--- src/rtl/cpu_pkg.sv ---
// +----------------------------------------------------------------------------+
// | cpu_pkg : opcode constants, instruction field positions, width defaults     |
// | Rev 1.0 : initial release                                                   |
// +----------------------------------------------------------------------------+
`default_nettype none

package cpu_pkg;

  localparam int CPU_DATA_W = 32;
  localparam int CPU_ADDR_W = 5;

  localparam logic [5:0] OP_RTYPE = 6'h00;
  localparam logic [5:0] OP_ADDI  = 6'h08;
  localparam logic [5:0] OP_ORI   = 6'h0D;
  localparam logic [5:0] OP_LW    = 6'h23;
  localparam logic [5:0] OP_SW    = 6'h2B;
  localparam logic [5:0] OP_BEQ   = 6'h04;

  localparam int OP_HI  = 31;
  localparam int OP_LO  = 26;
  localparam int RS_HI  = 25;
  localparam int RS_LO  = 21;
  localparam int RT_HI  = 20;
  localparam int RT_LO  = 16;
  localparam int RD_HI  = 15;
  localparam int RD_LO  = 11;
  localparam int IMM_HI = 15;
  localparam int IMM_LO = 0;

  function automatic logic writes_reg(input logic [5:0] op);
    logic w;
    case (op)
      OP_RTYPE, OP_ADDI, OP_ORI, OP_LW: w = 1'b1;
      default:                          w = 1'b0;
    endcase
    return w;
  endfunction

endpackage

`default_nettype wire

--- src/rtl/reg_scoreboard.sv ---
// +----------------------------------------------------------------------------+
// | reg_scoreboard : pending-write vector with set/clear and three lookups      |
// | Rev 1.0 : initial release                                                   |
// +----------------------------------------------------------------------------+
`default_nettype none

module reg_scoreboard #(
  parameter int NREGS  = 32,
  parameter int ADDR_W = 5
) (
  input  logic              clk,
  input  logic              i_rst_n,
  input  logic              i_set_en,
  input  logic [ADDR_W-1:0] i_set_addr,
  input  logic              i_clr_en,
  input  logic [ADDR_W-1:0] i_clr_addr,
  input  logic [ADDR_W-1:0] i_addr_a,
  input  logic [ADDR_W-1:0] i_addr_b,
  input  logic [ADDR_W-1:0] i_addr_c,
  output logic              o_hit_a,
  output logic              o_hit_b,
  output logic              o_hit_c
);

  localparam logic [NREGS-1:0] c_one = NREGS'(1);

  logic [NREGS-1:0] r_pending;
  logic [NREGS-1:0] w_clr;
  logic [NREGS-1:0] w_set;
  logic [NREGS-1:0] w_pend_eff;

  assign w_clr      = i_clr_en ? (c_one << i_clr_addr) : '0;
  assign w_set      = i_set_en ? (c_one << i_set_addr) : '0;
  // Lookups see this cycle's writeback already retired.
  assign w_pend_eff = r_pending & ~w_clr;

  assign o_hit_a = w_pend_eff[i_addr_a];
  assign o_hit_b = w_pend_eff[i_addr_b];
  assign o_hit_c = w_pend_eff[i_addr_c];

  // Set is OR-ed after the clear so it wins; bit 0 is forced clear.
  always_ff @(posedge clk) begin
    if (!i_rst_n) begin
      r_pending <= '0;
    end else begin
      r_pending <= ((r_pending & ~w_clr) | w_set) & ~c_one;
    end
  end

endmodule

`default_nettype wire

--- src/rtl/operand_fetch_stage.sv ---
// +----------------------------------------------------------------------------+
// | operand_fetch_stage : decode, hazard stall, WB bypass, registered output    |
// | Rev 1.0 : initial release                                                   |
// +----------------------------------------------------------------------------+
`default_nettype none

module operand_fetch_stage
  import cpu_pkg::*;
#(
  parameter int DATA_W  = CPU_DATA_W,
  parameter int ADDR_W  = CPU_ADDR_W,
  parameter int NREGS   = 32,
  parameter int STALL_W = 16
) (
  input  logic               clk,
  input  logic               reset,
  input  logic               in_valid,
  output logic               in_ready,
  input  logic [31:0]        in_instr,
  output logic [ADDR_W-1:0]  RD1,
  output logic [ADDR_W-1:0]  RD2,
  input  logic [DATA_W-1:0]  readData1,
  input  logic [DATA_W-1:0]  readData2,
  input  logic               wb_valid,
  input  logic [ADDR_W-1:0]  wb_reg,
  input  logic [DATA_W-1:0]  wb_data,
  output logic               out_valid,
  input  logic               out_ready,
  output logic [DATA_W-1:0]  out_op1,
  output logic [DATA_W-1:0]  out_op2,
  output logic [DATA_W-1:0]  out_imm,
  output logic [ADDR_W-1:0]  out_dest,
  output logic               out_regwrite,
  output logic [STALL_W-1:0] stall_count
);

  localparam logic [0:0] S_EMPTY = 1'b0;
  localparam logic [0:0] S_FULL  = 1'b1;

  logic [0:0]         r_state;
  logic [DATA_W-1:0]  r_op1;
  logic [DATA_W-1:0]  r_op2;
  logic [DATA_W-1:0]  r_imm;
  logic [ADDR_W-1:0]  r_dest;
  logic               r_regwrite;
  logic [STALL_W-1:0] r_stall;

  logic [5:0]         w_op;
  logic [ADDR_W-1:0]  w_rs;
  logic [ADDR_W-1:0]  w_rt;
  logic [ADDR_W-1:0]  w_rd;
  logic [15:0]        w_imm16;
  logic [ADDR_W-1:0]  w_dest;
  logic               w_writes;
  logic               w_hit_rs;
  logic               w_hit_rt;
  logic               w_hit_dest;
  logic               w_hazard;
  logic               w_fire;
  logic [DATA_W-1:0]  w_op1;
  logic [DATA_W-1:0]  w_op2;

  assign w_op    = in_instr[OP_HI:OP_LO];
  assign w_rs    = ADDR_W'(in_instr[RS_HI:RS_LO]);
  assign w_rt    = ADDR_W'(in_instr[RT_HI:RT_LO]);
  assign w_rd    = ADDR_W'(in_instr[RD_HI:RD_LO]);
  assign w_imm16 = in_instr[IMM_HI:IMM_LO];

  assign RD1 = w_rs;
  assign RD2 = w_rt;

  assign w_dest   = (w_op == OP_RTYPE) ? w_rd : w_rt;
  assign w_writes = writes_reg(w_op) && (w_dest != '0);

  reg_scoreboard #(
    .NREGS  (NREGS),
    .ADDR_W (ADDR_W)
  ) u_scoreboard (
    .clk        (clk),
    .i_rst_n    (reset),
    .i_set_en   (w_fire & w_writes),
    .i_set_addr (w_dest),
    .i_clr_en   (wb_valid),
    .i_clr_addr (wb_reg),
    .i_addr_a   (w_rs),
    .i_addr_b   (w_rt),
    .i_addr_c   (w_dest),
    .o_hit_a    (w_hit_rs),
    .o_hit_b    (w_hit_rt),
    .o_hit_c    (w_hit_dest)
  );

  assign w_hazard = w_hit_rs | w_hit_rt | (w_writes & w_hit_dest);
  assign in_ready = reset & ~w_hazard & (~out_valid | out_ready);
  assign w_fire   = in_valid & in_ready;

  // Same-cycle writeback forwarding; r0 always reads from the regfile.
  assign w_op1 = (wb_valid && (wb_reg == w_rs) && (w_rs != '0)) ? wb_data : readData1;
  assign w_op2 = (wb_valid && (wb_reg == w_rt) && (w_rt != '0)) ? wb_data : readData2;

  always_ff @(posedge clk) begin
    if (!reset) begin
      r_state    <= S_EMPTY;
      r_op1      <= '0;
      r_op2      <= '0;
      r_imm      <= '0;
      r_dest     <= '0;
      r_regwrite <= 1'b0;
    end else if (w_fire) begin
      r_state    <= S_FULL;
      r_op1      <= w_op1;
      r_op2      <= w_op2;
      r_imm      <= {{(DATA_W-16){w_imm16[15]}}, w_imm16};
      r_dest     <= w_dest;
      r_regwrite <= w_writes;
    end else if (out_ready) begin
      r_state    <= S_EMPTY;
    end
  end

  always_ff @(posedge clk) begin
    if (!reset) begin
      r_stall <= '0;
    end else if (in_valid && !in_ready && !(&r_stall)) begin
      r_stall <= r_stall + STALL_W'(1);
    end
  end

  assign out_valid    = (r_state == S_FULL);
  assign out_op1      = r_op1;
  assign out_op2      = r_op2;
  assign out_imm      = r_imm;
  assign out_dest     = r_dest;
  assign out_regwrite = r_regwrite;
  assign stall_count  = r_stall;

endmodule

`default_nettype wire

--- config.mk ---
export PLATFORM = sky130hd
export DESIGN_NAME = operand_fetch_stage
export DESIGN_NICKNAME = d
export VERILOG_FILES = /design/src/rtl/cpu_pkg.sv /design/src/rtl/reg_scoreboard.sv /design/src/rtl/operand_fetch_stage.sv
export SDC_FILE = /design/constraint.sdc
export NUM_CORES = 1
export LEC_CHECK = 0
export BUFFER_PORTS_ARGS = -buffer_cell sky130_fd_sc_hd__buf_2
export CORE_MARGIN = 1.5
export CORE_UTILIZATION = 40
export CTS_CLUSTER_SIZE = 8
export DETAILED_ROUTE_END_ITERATION = 12
export PLACE_DENSITY = 0.69
export SLEW_MARGIN = 20
export SYNTH_ARGS = -nofsm -noshare
export SYNTH_HDL_FRONTEND = slang
export SYNTH_SLANG_ARGS = --single-unit
--- constraint.sdc ---
create_clock -name clk -period 5.5 [get_ports clk]
set_clock_uncertainty 0.15 [all_clocks]
set_input_delay 0.55 -clock clk [delete_from_list [all_inputs] [get_ports clk]]
set_output_delay 0.55 -clock clk [all_outputs]
set_load 0.05 [all_outputs]
* Word level (Yosys, flattened, before mapping)
Index checks and enable logic that the tools add are counted.
Widths: inputs -> output; s select.
** Storage, ports and cells
- Register bits :: 135
- Output and inout bits :: 130
- Logic and storage cells :: 63
** Cells by class
- Add/subtract/negate cells :: 1
- Order comparisons :: 3
- Eq/ne operators :: 5
- Shift operators :: 2
- Mux-type cells :: 14
- Bitwise operators :: 13
- Reductions and logical operators :: 16
** Operators by type and width (count)
- $mux 32 :: 4
- $shl 1x5->32 const A :: 2
- $and 32x32->32 :: 1
- $not 32->32 :: 1
- $or 32x32->32 :: 1
- $lt 5x6->1 const B :: 3
- $add 16x1->16 const B :: 1
- $reduce_and 16->1 :: 1
- $bmux 1 s5 :: 3
- $reduce_bool 5->1 :: 3
- $eq 6x4->1 const B :: 2
- $eq 5x5->1 :: 2
- $logic_and 1x1->1 :: 7
- $eq 6x6->1 const B :: 1
- $logic_not 6->1 :: 1
- $mux 1 :: 6
- $and 1x1->1 :: 5
- $mux 5 :: 1
- $reduce_or 4->1 :: 1
- $or 1x1->1 :: 3
- $logic_not 1->1 :: 2
- $not 1->1 :: 2
- $reduce_bool 2->1 :: 1

* Depth between registers and ports, before layout
- Depth after elaboration :: 15
- Mapped depth :: 14

* Cells and area by module
From an unflattened synthesis, not the netlist that was laid out.
** Unflattened totals
- Cells, all modules :: 938
- Area, all modules :: 8161.6 µm²
** Modules (own cells, without submodules)
- operand_fetch_stage :: times used 1, cells each 582, area an instance 5450.2 µm², seq. area each 2062.0 µm²
- reg_scoreboard :: times used 1, cells each 356, area an instance 2711.4 µm², seq. area each 620.6 µm²

* Worst setup path before layout
Ideal clock, no wire load.
- Path kind :: input-to-output
- From :: input in_instr[22]
- To :: output in_ready
- Arrival time :: 3.314 ns
- Data required time :: 4.800 ns
- Path slack :: 1.486 ns
- Cell stages on the path :: 9
- Path through :: clkbuf_1 -> clkbuf_1 -> mux2_2 -> o311a_1 -> a311oi_1 -> nor4_1 -> or4_4 -> a2111oi_4 -> and2_1
** On the way
- Cells in the longest elaborated chain, start to end :: 7
** Ends and longest elaborated chain
- from (decl) :: RTL line operand_fetch_stage.sv:19 : input logic [31:0] in_instr,
- $bmux 1 s5 :: RTL line reg_scoreboard.sv:37 : assign o_hit_a = w_pend_eff[i_addr_a];
- $mux 1 (implied by the code) :: RTL line reg_scoreboard.sv:37
- $or 1x1->1 (2 in a row) :: RTL line operand_fetch_stage.sv:93 : assign w_hazard = w_hit_rs | w_hit_rt | (w_writes & w_hit_dest);
- $not 1->1 :: RTL line operand_fetch_stage.sv:94 : assign in_ready = reset & ~w_hazard & (~out_valid | out_ready);
- $and 1x1->1 (2 in a row) :: RTL line operand_fetch_stage.sv:94
- to (decl) :: RTL line operand_fetch_stage.sv:18 : output logic in_ready,
No other way between the ends. The select of a mux whose other input is x is not followed.

* Worst setup path after layout
- From :: input in_instr[26]
- To :: output in_ready
** On the way
- Cells in the longest elaborated chain, start to end :: 9
- Elaborated cells on any way between the ends :: 16
- Classes of those cells :: eq/ne (3); mux (4); bitwise (5); reduce/logical (4)
** Ends and longest elaborated chain
- $logic_not 6->1, or another cell as far along :: RTL line cpu_pkg.sv:32, operand_fetch_stage.sv:72
- $mux 5 / $reduce_or 4->1 (equally long branches) :: RTL line operand_fetch_stage.sv:72, cpu_pkg.sv:32
- $bmux 1 s5, or another cell as far along :: RTL line reg_scoreboard.sv:39 : assign o_hit_c = w_pend_eff[i_addr_c];
- $mux 1 (implied by the code) / $logic_and 1x1->1 (equally long branches) :: RTL line reg_scoreboard.sv:39, operand_fetch_stage.sv:73
- $and 1x1->1 * :: RTL line operand_fetch_stage.sv:93
- $or 1x1->1 * :: RTL line operand_fetch_stage.sv:93
- $not 1->1 * :: RTL line operand_fetch_stage.sv:94
- $and 1x1->1 * (2 in a row) :: RTL line operand_fetch_stage.sv:94
Every way passes the cells marked *; elsewhere a longest branch is shown, timed or not. The select of a mux whose other input is x is not followed.

==> run metrics <==
Initial DRT Pass Iterations=6; DR DRC count=0; Core Box Area=around 0.018 mm^2; first-pass GRT wire length=approximately 40 mm; post-route ant nets=0; top area cells in the synthesized netlist=dfxtp_1 (36%), mux2i_1 (11%), a211oi_1 (6.7%); CP arrival=3.80 ns; layout cell share with drive strength beyond 1=30.4%; worst slew pin tran=1.01 ns; Power, Total=roughly 2.7 mW; TNS Setup=0 ns; CTS tree=built; Synth Warn #=0; Post-Syn Area=about 0.0075 mm^2; die height=~140 um; Core Rows=slightly below 50; Die Wd=approximately 140 um; htree depth=4; pwr/cell area=a little under 300 mW/mm^2; worst min path class=primary input to flip-flop; ys async rst share=0%; # hold bufs at CTS=0; final hold violations=0; Root Buffer Master=clkbuf_16; syn nets=1,037; top cell type's share of synthesized area=35.6%; io pins=between 200 and 300; Pins Over Slew Limit=0; Synth area leader=dfxtp_1; leakage=approximately 4 nW; critical path start-end classification=primary input to primary output; number of synthesized flops with an enable pin=0; Slew HR=a little under a third; Required @ worst endpoint=between 4 and 5 ns; Post-synth top flop=dfxtp_1; WL per Instance=just under 20 um; CP Max Fanout=8; FMAX=0.222 GHz; fill count=approximately 1,700; Bufs on Longest Clock Path=2; initial antenna violation count=2; RSZ-0062 raised after global routing=no; final wirelength=roughly 26 mm; worst-skew pair later-pin latency=approximately 0.42 ns; Post-Synthesis Cells=roughly 900; post_cts resized=0; Vias/cell=between 5 and 6; Min Clock Period, post-route=4.50 ns; Final period util=between 80% and 90%; final setup vio count=0; routability cong.=approximately 0.99; Seq cells post-synth=between 100 and 150; worst vdd ir=approximately 0.19 mV; total track usage=about a quarter; syn_area_per_cell=about 8.4 um^2; Die Area=around 0.020 mm^2; DR iter-0 viols=690; routed via count=slightly below 8,000; vias in the first global route=7,416; post-synthesis cell type count=65; Reg clk slew, reported paths=roughly 0.060 ns; Setup crit end kind=primary output; post-synthesis sequential area ratio=a little over a third; fin nets=about 1,200; CTS Buf Count=17; status=complete, no violations; IO buf count=approximately 270; largest net degree at the start of global routing=64; GRT Residual Overflow=0; startpoint types=primary input; Clock Sinks=134; Setup Buffers After CTS=0; maxcap violations=0; DP HPWL=about 19 mm; Initial Util=around two fifths; Area Overhead vs Synth=24.1%
==> cell type report <==
cell class                      instances  area (um^2)  share of cell area (%)
Sequential cell                       134         2680                    28.7
Clock buffer                           21          450                    4.82
Clock inverter                         11          100                    1.07
Tap cell                              229          287                    3.07
Multi-Input combinational cell        662         4350                    46.6
Inverter                                9         36.3                   0.388
Timing Repair Buffer                  276         1430                    15.3
Antenna cell                            3         7.51                  0.0804
==> Yosys cell counts (7+ instances only) <==
cell,number
or4_1,18
nand2_1,76
mux2i_1,82
a211oi_1,67
nor2_1,103
o21a_1,8
nand2b_1,19
o21ai_0,60
and3_1,9
buf_2,21
nor3_1,18
nand3_1,7
o211ai_1,10
clkbuf_1,43
a21oi_1,55
mux2_2,13
dfxtp_1,134
buf_4,27
inv_1,7
==> worst paths after layout <==
kind / startpoint / slack [ns] / end / cells after the start
min reg2reg: out_imm[8] / 0.30 / out_imm[8] / 2
max: in_instr[26] / 1.0 / in_ready / 10
max reg2reg: u_scoreboard.r_pending[3] / 1.96 / u_scoreboard.r_pending[12] / 9
min: in_instr[5] / 0.22 / out_imm[5] / 3
==> through the flow <==
stage	worst slack [ns]	utilization (%)	std cells	hold WS, ns	area, um^2
after floorplan	1.49	-	898	0.329	7530
after global placement	0.886	48.2	1310	0.289	8780
after detailed placement	0.931	48.2	1310	0.293	8780
after CTS	1.07	51.3	1342	0.200	9340
after global routing	0.742	51.3	1344	0.200	9340
final	0.999	51.3	1345	0.217	9340
==> kinds of logic after synthesis <==
| family | share of synthesized area [%] |
|---|---|
| adder cells (fa/ha/maj) | 0.166 |
| buffers and inverters | 6.78 |
| XOR/XNOR | 1.28 |
| multiplexers | 14.0 |
| AND/OR/NAND/NOR | 19.3 |
| flip-flops | 35.6 |
| AO/OA/AOI/OAI | 22.8 |
==> worst max-delay path, stage by stage <==
cell	delay, ns
buf_2	0.12
or4_1	0.68
nor3_1	0.79
nor2_1	0.34
o2111ai_1	0.29
o211ai_1	0.11
a32oi_1	0.26
buf_4	0.18
and2_1	0.20
buf_2	0.29
==> flip-flops by register name, indices dropped and copies added, names as in the netlist <==
| name | count |
|---|---|
| out_op1 | 32 |
| out_op2 | 32 |
| u_scoreboard.r_pending | 31 |
| out_imm | 16 |
| stall_count | 16 |
| out_dest | 5 |
| out_regwrite | 1 |
| out_valid | 1 |
==> cells in the final DEF, fill, tap and decap left out, types with 4 or more instances in the layout <==
cell type | Yosys | layout
xor2_1 | 6 | 6
a21oi_1 | 55 | 55
or4_1 | 18 | 18
nor2_1 | 103 | 102
o21ai_0 | 60 | 60
buf_4 | 27 | 7
clkinv_2 | 0 | 4
o31ai_1 | 5 | 5
inv_1 | 7 | 7
nand2b_1 | 19 | 19
dfxtp_1 | 134 | 134
a32o_1 | 4 | 4
xnor2_1 | 5 | 5
or3_1 | 5 | 5
buf_2 | 21 | 267
and2_1 | 5 | 5
o311a_1 | 5 | 5
nor3_1 | 18 | 18
o21bai_1 | 4 | 4
a211oi_1 | 67 | 67
mux2i_1 | 82 | 82
mux2_2 | 13 | 13
nor4_1 | 5 | 5
mux4_2 | 4 | 4
nand4b_1 | 4 | 4
and3_1 | 9 | 8
o21a_1 | 8 | 8
o211ai_1 | 10 | 10
nand2_1 | 76 | 76
a41oi_1 | 6 | 6
nand4_1 | 6 | 6
o22ai_1 | 6 | 6
clkbuf_16 | 0 | 17
nand3_1 | 7 | 7
==> metal layers <==
layer | track usage (%) | routed length, um
met1 | 30.9 | 10400
met2 | 43.8 | 12700
met3 | 7.66 | 2110
met4 | 10.6 | 810
met5 | 0 | 0
==> where the power goes <==
group          internal [mW]  switching, mW
sequential              1.02         0.0262
combinational          0.157          0.415
clock                  0.634          0.442
total                   1.81          0.884
No activity file was read; power rests on OpenSTA's default activity.
